`config.mk`:
```
export PLATFORM = sky130hd
export DESIGN_NAME = seq_magnitude_comparator
export DESIGN_NICKNAME = d
export VERILOG_FILES = /design/src/rtl/cmp_pkg.sv /design/src/rtl/cmp_slice.sv /design/src/rtl/seq_magnitude_comparator.sv
export SDC_FILE = /design/constraint.sdc
export NUM_CORES = 1
export LEC_CHECK = 0
export ABC_AREA = 1
export CAP_MARGIN = 15
export CORE_MARGIN = 2
export CORE_UTILIZATION = 50
export DETAILED_ROUTE_END_ITERATION = 12
export PLACE_DENSITY = 0.81
export SLEW_MARGIN = 40
export SYNTH_ARGS = -nofsm -noshare
export SYNTH_HDL_FRONTEND = slang
export SYNTH_SLANG_ARGS = --single-unit
```
`constraint.sdc`:
```
create_clock -name clk -period 4.3 [get_ports clk]
set_clock_uncertainty 0.1 [all_clocks]
set_input_delay 1.075 -clock clk [delete_from_list [all_inputs] [get_ports clk]]
set_output_delay 1.075 -clock clk [all_outputs]
set_load 0.005 [all_outputs]
```
`src/rtl/cmp_pkg.sv`:
```
// Shared types and helpers for the sequential magnitude comparator.
package cmp_pkg;

    typedef enum logic [1:0] {
        IDLE = 2'd0,
        RUN  = 2'd1,
        DONE = 2'd2
    } cmp_state_e;

    typedef logic [1:0] cmp_res_t;

    localparam cmp_res_t CMP_EQ = 2'd0;
    localparam cmp_res_t CMP_GT = 2'd1;
    localparam cmp_res_t CMP_LT = 2'd2;

    function automatic int cmp_ndig(input int width, input int digit);
        return width / digit;
    endfunction

endpackage

```
`src/rtl/cmp_slice.sv`:
```
// Combinational unsigned compare of one DIGIT-wide operand slice.
module cmp_slice #(
    parameter int DIGIT = 4
) (
    input  logic [DIGIT-1:0] a,
    input  logic [DIGIT-1:0] b,
    output logic             gt,
    output logic             lt
);

    assign gt = (a > b);
    assign lt = (a < b);

endmodule

```
`src/rtl/seq_magnitude_comparator.sv`:
```
// Multi-cycle MSB-first magnitude comparator, one DIGIT slice per clock.
// Optional SEQ_CMP_EARLY_EXIT_EN: leave RUN on the first differing slice.
module seq_magnitude_comparator
    import cmp_pkg::*;
#(
    parameter int WIDTH = 16,
    parameter int DIGIT = 4
) (
    input  logic             clk,
    input  logic             rst,
    input  logic             start,
    input  logic             sgn,
    input  logic [WIDTH-1:0] A,
    input  logic [WIDTH-1:0] B,
    output logic             busy,
    output logic             done,
    output logic             Equal,
    output logic             Bigger,
    output logic             Lower
);

    localparam int NDIG = cmp_ndig(WIDTH, DIGIT);
    localparam int IDXW = (NDIG > 1) ? $clog2(NDIG) : 1;
    localparam logic [WIDTH-1:0] MSB_MASK = WIDTH'(1) << (WIDTH - 1);

    cmp_state_e       r_state;
    logic [WIDTH-1:0] r_a;
    logic [WIDTH-1:0] r_b;
    logic [IDXW-1:0]  r_idx;
    cmp_res_t         r_res;
    logic             r_busy;
    logic             r_done;
    logic             r_eq;
    logic             r_gt;
    logic             r_lt;

    logic [NDIG-1:0][DIGIT-1:0] w_a_dig;
    logic [NDIG-1:0][DIGIT-1:0] w_b_dig;
    logic [DIGIT-1:0]           w_sa;
    logic [DIGIT-1:0]           w_sb;
    logic                       w_gt;
    logic                       w_lt;
    logic                       w_last;
    cmp_res_t                   w_res_next;

    assign w_a_dig = r_a;
    assign w_b_dig = r_b;
    assign w_sa    = w_a_dig[r_idx];
    assign w_sb    = w_b_dig[r_idx];

    cmp_slice #(.DIGIT(DIGIT)) u_slice (
        .a  (w_sa),
        .b  (w_sb),
        .gt (w_gt),
        .lt (w_lt)
    );

    // Sticky: the first differing slice (most significant) decides the order.
    always_comb begin
        w_res_next = r_res;
        if (r_res == CMP_EQ) begin
            if (w_gt)
                w_res_next = CMP_GT;
            else if (w_lt)
                w_res_next = CMP_LT;
        end
    end

`ifdef SEQ_CMP_EARLY_EXIT_EN
    assign w_last = (r_idx == '0) || (w_res_next != CMP_EQ);
`else
    assign w_last = (r_idx == '0);
`endif

    always_ff @(posedge clk or posedge rst) begin
        if (rst) begin
            r_state <= IDLE;
            r_a     <= '0;
            r_b     <= '0;
            r_idx   <= '0;
            r_res   <= CMP_EQ;
            r_busy  <= 1'b0;
            r_done  <= 1'b0;
            r_eq    <= 1'b0;
            r_gt    <= 1'b0;
            r_lt    <= 1'b0;
        end else begin
            case (r_state)
                IDLE: begin
                    if (start) begin
                        // Flipping both MSBs maps two's-complement order onto unsigned order.
                        r_a     <= A ^ (sgn ? MSB_MASK : '0);
                        r_b     <= B ^ (sgn ? MSB_MASK : '0);
                        r_idx   <= IDXW'(NDIG - 1);
                        r_res   <= CMP_EQ;
                        r_busy  <= 1'b1;
                        r_state <= RUN;
                    end
                end
                RUN: begin
                    r_res <= w_res_next;
                    if (w_last) begin
                        r_idx   <= '0;
                        r_done  <= 1'b1;
                        r_eq    <= (w_res_next == CMP_EQ);
                        r_gt    <= (w_res_next == CMP_GT);
                        r_lt    <= (w_res_next == CMP_LT);
                        r_state <= DONE;
                    end else begin
                        r_idx <= r_idx - IDXW'(1);
                    end
                end
                DONE: begin
                    r_done  <= 1'b0;
                    r_busy  <= 1'b0;
                    r_state <= IDLE;
                end
                default: r_state <= IDLE;
            endcase
        end
    end

    assign busy   = r_busy;
    assign done   = r_done;
    assign Equal  = r_eq;
    assign Bigger = r_gt;
    assign Lower  = r_lt;

endmodule

```
==> flow_summary.toml, run 1 <==
[status]
outcome = "completed"

[power_and_ir_drop]
leakage_nw = 1.27
power-per-cell-area_nw_per_um2 = 746
ir_drop_uv = 299

[critical_path]
timing.critical_path.from_type = "input pin"
cp.arrival_ns = 2.56
endpoint_kind_of_the_worst_setup_timing_path = "flop"
worst-setup-path-type = "input pin to flop"
reg2reg_setup_slack_ns = 1.98
crit-reg2reg-launch = "r_idx[0]"
length_in_cells_of_the_worst_reg_to_reg_path = 11
crit_fanout = 37
cpMaxStageDelayCell = "sky130_fd_sc_hd__clkdlybuf4s50_1"
cp.depth = 5
worst_r2r_endpoint = "Lower"
critical_path.n_buffers_inverters = 2
worst_path_largest_cell_delay_ns = 0.53
timing.critical_path.required_ns = 4.43
critical_path_cell_sequence = "clkdlybuf4s50_1, nand3_4, inv_4, nand2_1, o21ai_2"
critical_path.top_delay_family = "buffers and inverters"

[min_path]
worstHoldStart = "r_b[9]"
end_point_of_the_worst_hold_path = "r_b[9]"
min_delay_path_depth = 2
hold_path_class = "flop to flop"

[route]
final_antenna_net_count = 0
wire_length_per_cell_after_detailed_routing_um = 12.4
top_layer_used = "met4"
detailed_route_wl_um = 4230
route.met3.wl_um = 234
drt_pass1_iterations = 4
drt_iter0_markers = 127
routedLengthMet1_um = 1840
dr_vias_cell = 5.04
met2RoutedLength_um = 2080
remaining_drc_errors = 0
via_count = 1720

[logic_synthesis]
yosysMostFrequentCell = "sky130_fd_sc_hd__nand2_1"
synthArstFlopShare = 1.00
netlist_instances = 252
post_synth_mux_area_share = 0
yosysSeqAreaShare = 0.522
postSynthRegisterBits = 43
post_synth_instance_area_um2 = 2060
synth_flop_cell = "sky130_fd_sc_hd__dfrtp_1"
synth_cell_type_count = 21
yosys.area_share.simple = 0.272
synthAdderAreaFrac = 0.0243
synth-xor-area-share = 0.00851
netlist.top_cell.by_area = "sky130_fd_sc_hd__dfrtp_1"
synth.cells.most_frequent = "sky130_fd_sc_hd__nand2_1, sky130_fd_sc_hd__dfrtp_1, sky130_fd_sc_hd__o21ai_0, sky130_fd_sc_hd__nor2_1, sky130_fd_sc_hd__inv_1"
synth_top_family_by_area = "simple AND/OR/NAND/NOR gates"
synth_compound_area_frac = 0.103
synth_top_cells_by_area = "sky130_fd_sc_hd__dfrtp_1, sky130_fd_sc_hd__nand2_1, sky130_fd_sc_hd__o21ai_0"
synth-edff-count = 0
synth_fp_nets = 292
area_share_of_the_largest_cell_type_after_synthesis = 0.522
yosys_warnings = 0
avgSynthCellArea_um2 = 8.17

[cts]
clock_tree_from_tritoncts = "done"
cts_inserted_buffers = 5
cts_setup_buffers = 0
clk_root_buffer_cell = "sky130_fd_sc_hd__clkbuf_8"
path_clk_slew_ns = 0.08
post_cts_resized = 0
cts_htree_levels = 2
cts_num_sinks = 43
hold_buffers = 0
insertion_delay_ns = 0.29
clock_tree.buffer_depth = 2

[grt]
grt_max_degree = 38
grt_first_pass_wirelength_um = 7400
global_route.usage.total = 0.218
antenna_found_initial = 0
first_global_vias = 1717
gr-total-overflow = 0

[finish]
post_route_insts_no_fill = 341
diodes = 0
nNetsFinal = 330
fillerInstances = 344
area_growth_pct = 24.5
final_layout_size_suffix_gt1_frac = 0.0790
final_core_utilization = 0.646

[timing]
fin_crit_sh = 0.567
worst_slew_pin_tran_ns = 0.605
setup_violating_endpoint_count_in_the_final_report = 0
fin_setup_tns_ns = 0
final_critical_path_setup_slack_ns = 1.86
rsz0062_at_grt = "false"
slew_headroom = 0.597
min_period_ns = 2.44
report.final.hold_viol_count = 0
drv_slew = 0
max_freq_mhz = 410

[place]
globalplace.congestion = 0.778
numPortBuffers = 40
detailedPlace.worstSlack_ns = 1.56
place.detailed.instances = 333
place_hpwl_um = 2940

[die]
placementRows = 23
initial_utilization = 0.519
design.core.area_um2 = 3970
dieHeight_um = 68.2
num_io_pins = 41
die_width_um = 68.2
die_area_um2 = 4650

[job]
drv_cap = 0
-- worst min-delay path: stages, from the launching register on --
cell                      delay [ns]
sky130_fd_sc_hd__dfrtp_1        0.34
sky130_fd_sc_hd__nand2_1        0.06
sky130_fd_sc_hd__nand2_1        0.06
-- cell usage in the layout (no fill, tap or decap) --
master,instances
sky130_fd_sc_hd__a21oi_1,7
sky130_fd_sc_hd__a32o_1,1
sky130_fd_sc_hd__buf_4,1
sky130_fd_sc_hd__bufinv_16,1
sky130_fd_sc_hd__clkbuf_8,6
sky130_fd_sc_hd__clkdlybuf4s50_1,40
sky130_fd_sc_hd__clkinv_2,1
sky130_fd_sc_hd__dfrtp_1,43
sky130_fd_sc_hd__ha_1,4
sky130_fd_sc_hd__inv_1,8
sky130_fd_sc_hd__inv_2,7
sky130_fd_sc_hd__inv_4,1
sky130_fd_sc_hd__nand2_1,116
sky130_fd_sc_hd__nand3_4,1
sky130_fd_sc_hd__nand4_1,2
sky130_fd_sc_hd__nor2_1,19
sky130_fd_sc_hd__nor2_4,2
sky130_fd_sc_hd__o211ai_1,1
sky130_fd_sc_hd__o21ai_0,20
sky130_fd_sc_hd__o21ai_2,3
sky130_fd_sc_hd__o21bai_1,1
sky130_fd_sc_hd__o22ai_1,4
sky130_fd_sc_hd__xnor2_1,2
-- layer usage --
| metal | up-vias | GRT usage |
|---|---|---|
| met2 | 51 | 0.376 |
| met4 | 0 | 0.0950 |
| li1 | 865 | - |
| met3 | 8 | 0.0493 |
| met5 | - | 0 |
| met1 | 796 | 0.259 |
-- report_power, final --
part | total (mW) | switching, mW | internal, mW
logic | 0.855 | 0.510 | 0.345
clock network | 0.323 | 0.136 | 0.188
registers | 0.736 | 0.140 | 0.596
-- layout make-up --
type / count / area, µm² / area share
clock buffers: 6 / 82.6 / 0.0322
repair buffers: 41 / 408 / 0.159
multi-input cells: 183 / 838 / 0.327
well taps: 50 / 62.6 / 0.0244
inverters: 16 / 62.6 / 0.0244
clock inverters: 2 / 35.0 / 0.0137
flip-flops and latches: 43 / 1080 / 0.420
-- cells by family (layout without fill, tap and decap cells) --
group / count (synthesis) / after routing
xor gates and xnor gates: 2 / 2
buffers and inverters: 26 / 65
and+or+nand+nor: 140 / 140
adders and majority gates: 4 / 4
AOI/OAI and AO/OA: 37 / 37
DFF: 43 / 43
-- registers in the layout, indices dropped and copies added (netlist names) --
register,cells
Bigger,1
Equal,1
Lower,1
busy,1
done,1
r_a,16
r_b,16
r_idx,2
r_res,2
r_state,2
-- worst max-delay path by stage --
| stage | startpoint | to | slack, ns |
|---|---|---|---|
| finish | start | r_b[1] | 1.86 |
| global route | r_idx[0] | Lower | 1.67 |
| CTS | start | r_b[3] | 1.86 |
| detailed placement | start | r_b[2] | 1.56 |
| global placement | start | r_b[3] | 1.59 |
| floorplan | rst | Bigger | 2.12 |
-- through the flow --
stage                     power (mW)  hold slack [ns]  area (µm²)
final                           1.91            0.385        2560
after global routing            2.11            0.406        2560
after CTS                       1.92            0.383        2560
after detailed placement        1.59            0.365        2450
after global placement          1.55            0.359        2450
after floorplan                 1.39            0.344        2060
Note: power is estimated with default switching activity, not from simulation.
==> inputs of run 2 (changes only) <==
--- a/config.mk
+++ b/config.mk
@@ -8,9 +8,9 @@
 export ABC_AREA = 1
 export CAP_MARGIN = 15
 export CORE_MARGIN = 2
-export CORE_UTILIZATION = 50
+export CORE_UTILIZATION = 46
 export DETAILED_ROUTE_END_ITERATION = 12
-export PLACE_DENSITY = 0.81
+export PLACE_DENSITY = 0.78
 export SLEW_MARGIN = 40
 export SYNTH_ARGS = -nofsm -noshare
 export SYNTH_HDL_FRONTEND = slang
==> constraint.sdc (replaced) <==
create_clock -name clk -period 2.15 [get_ports clk]
set_clock_uncertainty 0.1 [all_clocks]
set_input_delay 0.5375 -clock clk [delete_from_list [all_inputs] [get_ports clk]]
set_output_delay 0.5375 -clock clk [all_outputs]
set_load 0.005 [all_outputs]
==> flow_summary.toml, run 2 (synthesis results as in run 1) <==
[finish]
final_layout_size_suffix_gt1_frac = 0.0816
diodes = 0
nNetsFinal = 333
post_route_insts_no_fill = 346
area_growth_pct = 25.5
fillerInstances = 419
reg_top3 = "r_a: 16 flops, r_b: 16 flops"
most_frequent_cells_in_the_layout = "sky130_fd_sc_hd__nand2_1, sky130_fd_sc_hd__dfrtp_1, sky130_fd_sc_hd__clkdlybuf4s50_1"
layout_commonest_cell = "sky130_fd_sc_hd__nand2_1"

[power_and_ir_drop]
internal_power_mw = 2.21
p_comb_frac = 0.473
power-per-cell-area_nw_per_um2 = 1450
power.net_switching_mw = 1.54
switching_share = 0.410
ir_drop_uv = 479
power_frac_clock = 0.145
sequential_share_of_power = 0.382
leakage_nw = 1.28

[grt]
grt_first_pass_wirelength_um = 7150
antenna_found_initial = 0
first_global_vias = 1523
global_route.usage.total = 0.184
gr-total-overflow = 0
grt_max_degree = 44

[route]
drt_pass1_iterations = 4
via_count = 1692
detailed_route_wl_um = 4090
dr_vias_cell = 4.89
final_antenna_net_count = 0
remaining_drc_errors = 0
drt_iter0_markers = 119
wire_length_per_cell_after_detailed_routing_um = 11.8

[timing]
drv_slew = 0
worst_slew_pin_tran_ns = 0.330
fin_setup_tns_ns = 0
report.final.hold_viol_count = 0
min_period_ns = 1.92
final.hold.worst_slack_ns = 0.374
setup_violating_endpoint_count_in_the_final_report = 0
slew_headroom = 0.780
fin_crit_sh = 0.891
rsz0062_at_grt = "false"
max_freq_mhz = 522

[critical_path]
worst-setup-path-type = "flop to flop"
endpoint_kind_of_the_worst_setup_timing_path = "flop"
cp.arrival_ns = 2.05
critical_path_cell_sequence = "inv_2, o21ai_0, o22ai_1, ha_1, nand2_1, nand2_1, nand2_1, nand2_1, o21ai_0, nand2_1, nand2_1"
cp_common_cell = "sky130_fd_sc_hd__nand2_1"
timing.critical_path.from_type = "flop"
cpMaxStageDelayCell = "sky130_fd_sc_hd__dfrtp_1"
crit_fanout = 11
critical_path.top_delay_family = "flip-flops"
critical_path.n_buffers_inverters = 1
worst_path_largest_cell_delay_ns = 0.48
timing.critical_path.required_ns = 2.28

[job]
drv_cap = 0

[cts]
cts_inserted_buffers = 5
hold_buffers = 0
cts_setup_buffers = 0
clock_tree.buffer_depth = 2
path_clk_slew_ns = 0.07
cts_num_sinks = 43
insertion_delay_ns = 0.29
cts_htree_levels = 2
clock_tree_from_tritoncts = "done"
post_cts_resized = 0
clk_root_buffer_cell = "sky130_fd_sc_hd__clkbuf_8"

[place]
numPortBuffers = 40
place_hpwl_um = 2940
globalplace.congestion = 0.836
place.detailed.instances = 338

[die]
die_area_um2 = 5030
num_io_pins = 41
placementRows = 24
design.core.area_um2 = 4320
initial_utilization = 0.476
die_width_um = 70.9
dieHeight_um = 70.9

[status]
outcome = "completed"

[min_path]
hold_path_class = "flop to flop"
-- run 2: layout make-up --
type                            instances  area [µm²]  share of cell area
Sequential cell                        43        1080               0.416
Multi-Input combinational cell        183         838               0.324
Timing Repair Buffer                   44         443               0.171
Clock buffer                            8         100              0.0387
Tap cell                               52        65.1              0.0252
Inverter                               16        62.6              0.0242
-- run 2: layer usage --
layer	up-vias	routed length, µm	global-route usage	share of wire
met1	773	1920	0.261	0.47
li1	872	-	-	-
met3	4	217	0.0442	0.053
met4	0	58	0.0692	0.014
met2	43	1900	0.277	0.46
met5	-	0	0	0
-- run 2: worst reg2reg max path, delay by kind of cell (launching register included) --
kind / cells / cell delay [ns]
AND/OR/NAND/NOR: 6 / 0.39
adder cells (fa/ha/maj): 1 / 0.28
buffers and inverters: 1 / 0.21
AO/OA/AOI/OAI: 3 / 0.39
flip-flops: 1 / 0.48
-- run 2: path summary, 6_finish.rpt --
kind                          start  endpoint  slack (ns)  depth (start not counted)
setup / recovery           r_idx[1]     Lower        0.23                         11
hold / removal               r_b[8]    r_b[8]        0.37                          2
setup reg to reg           r_idx[1]     Lower        0.23                         11
hold reg to reg              r_b[8]    r_b[8]        0.37                          2
max in group asynchronous       rst  r_res[1]        1.25                          3
min in group asynchronous       rst   r_a[14]        0.50                          3
-- run 2: power by group through the flow --
stage | combinational (mW) | clock [mW] | sequential, mW
3_5_place_dp | 1.79 | 0 | 1.44
4_1_cts | 1.79 | 0.558 | 1.43
6_report | 1.77 | 0.545 | 1.43
2_1_floorplan | 1.41 | 0 | 1.37
3_3_place_gp | 1.73 | 0 | 1.43
5_1_grt | 2.07 | 0.591 | 1.48
-- run 2: through the flow --
step | area, µm² | util | total power [mW] | worst slack (ns)
2_1_floorplan | 2060 | - | 2.79 | 0.444
4_1_cts | 2580 | 0.598 | 3.78 | 0.244
5_1_grt | 2580 | 0.598 | 4.14 | 0.0121
3_3_place_gp | 2480 | 0.575 | 3.16 | 0.192
6_report | 2580 | 0.598 | 3.75 | 0.234
3_5_place_dp | 2480 | 0.575 | 3.23 | 0.106
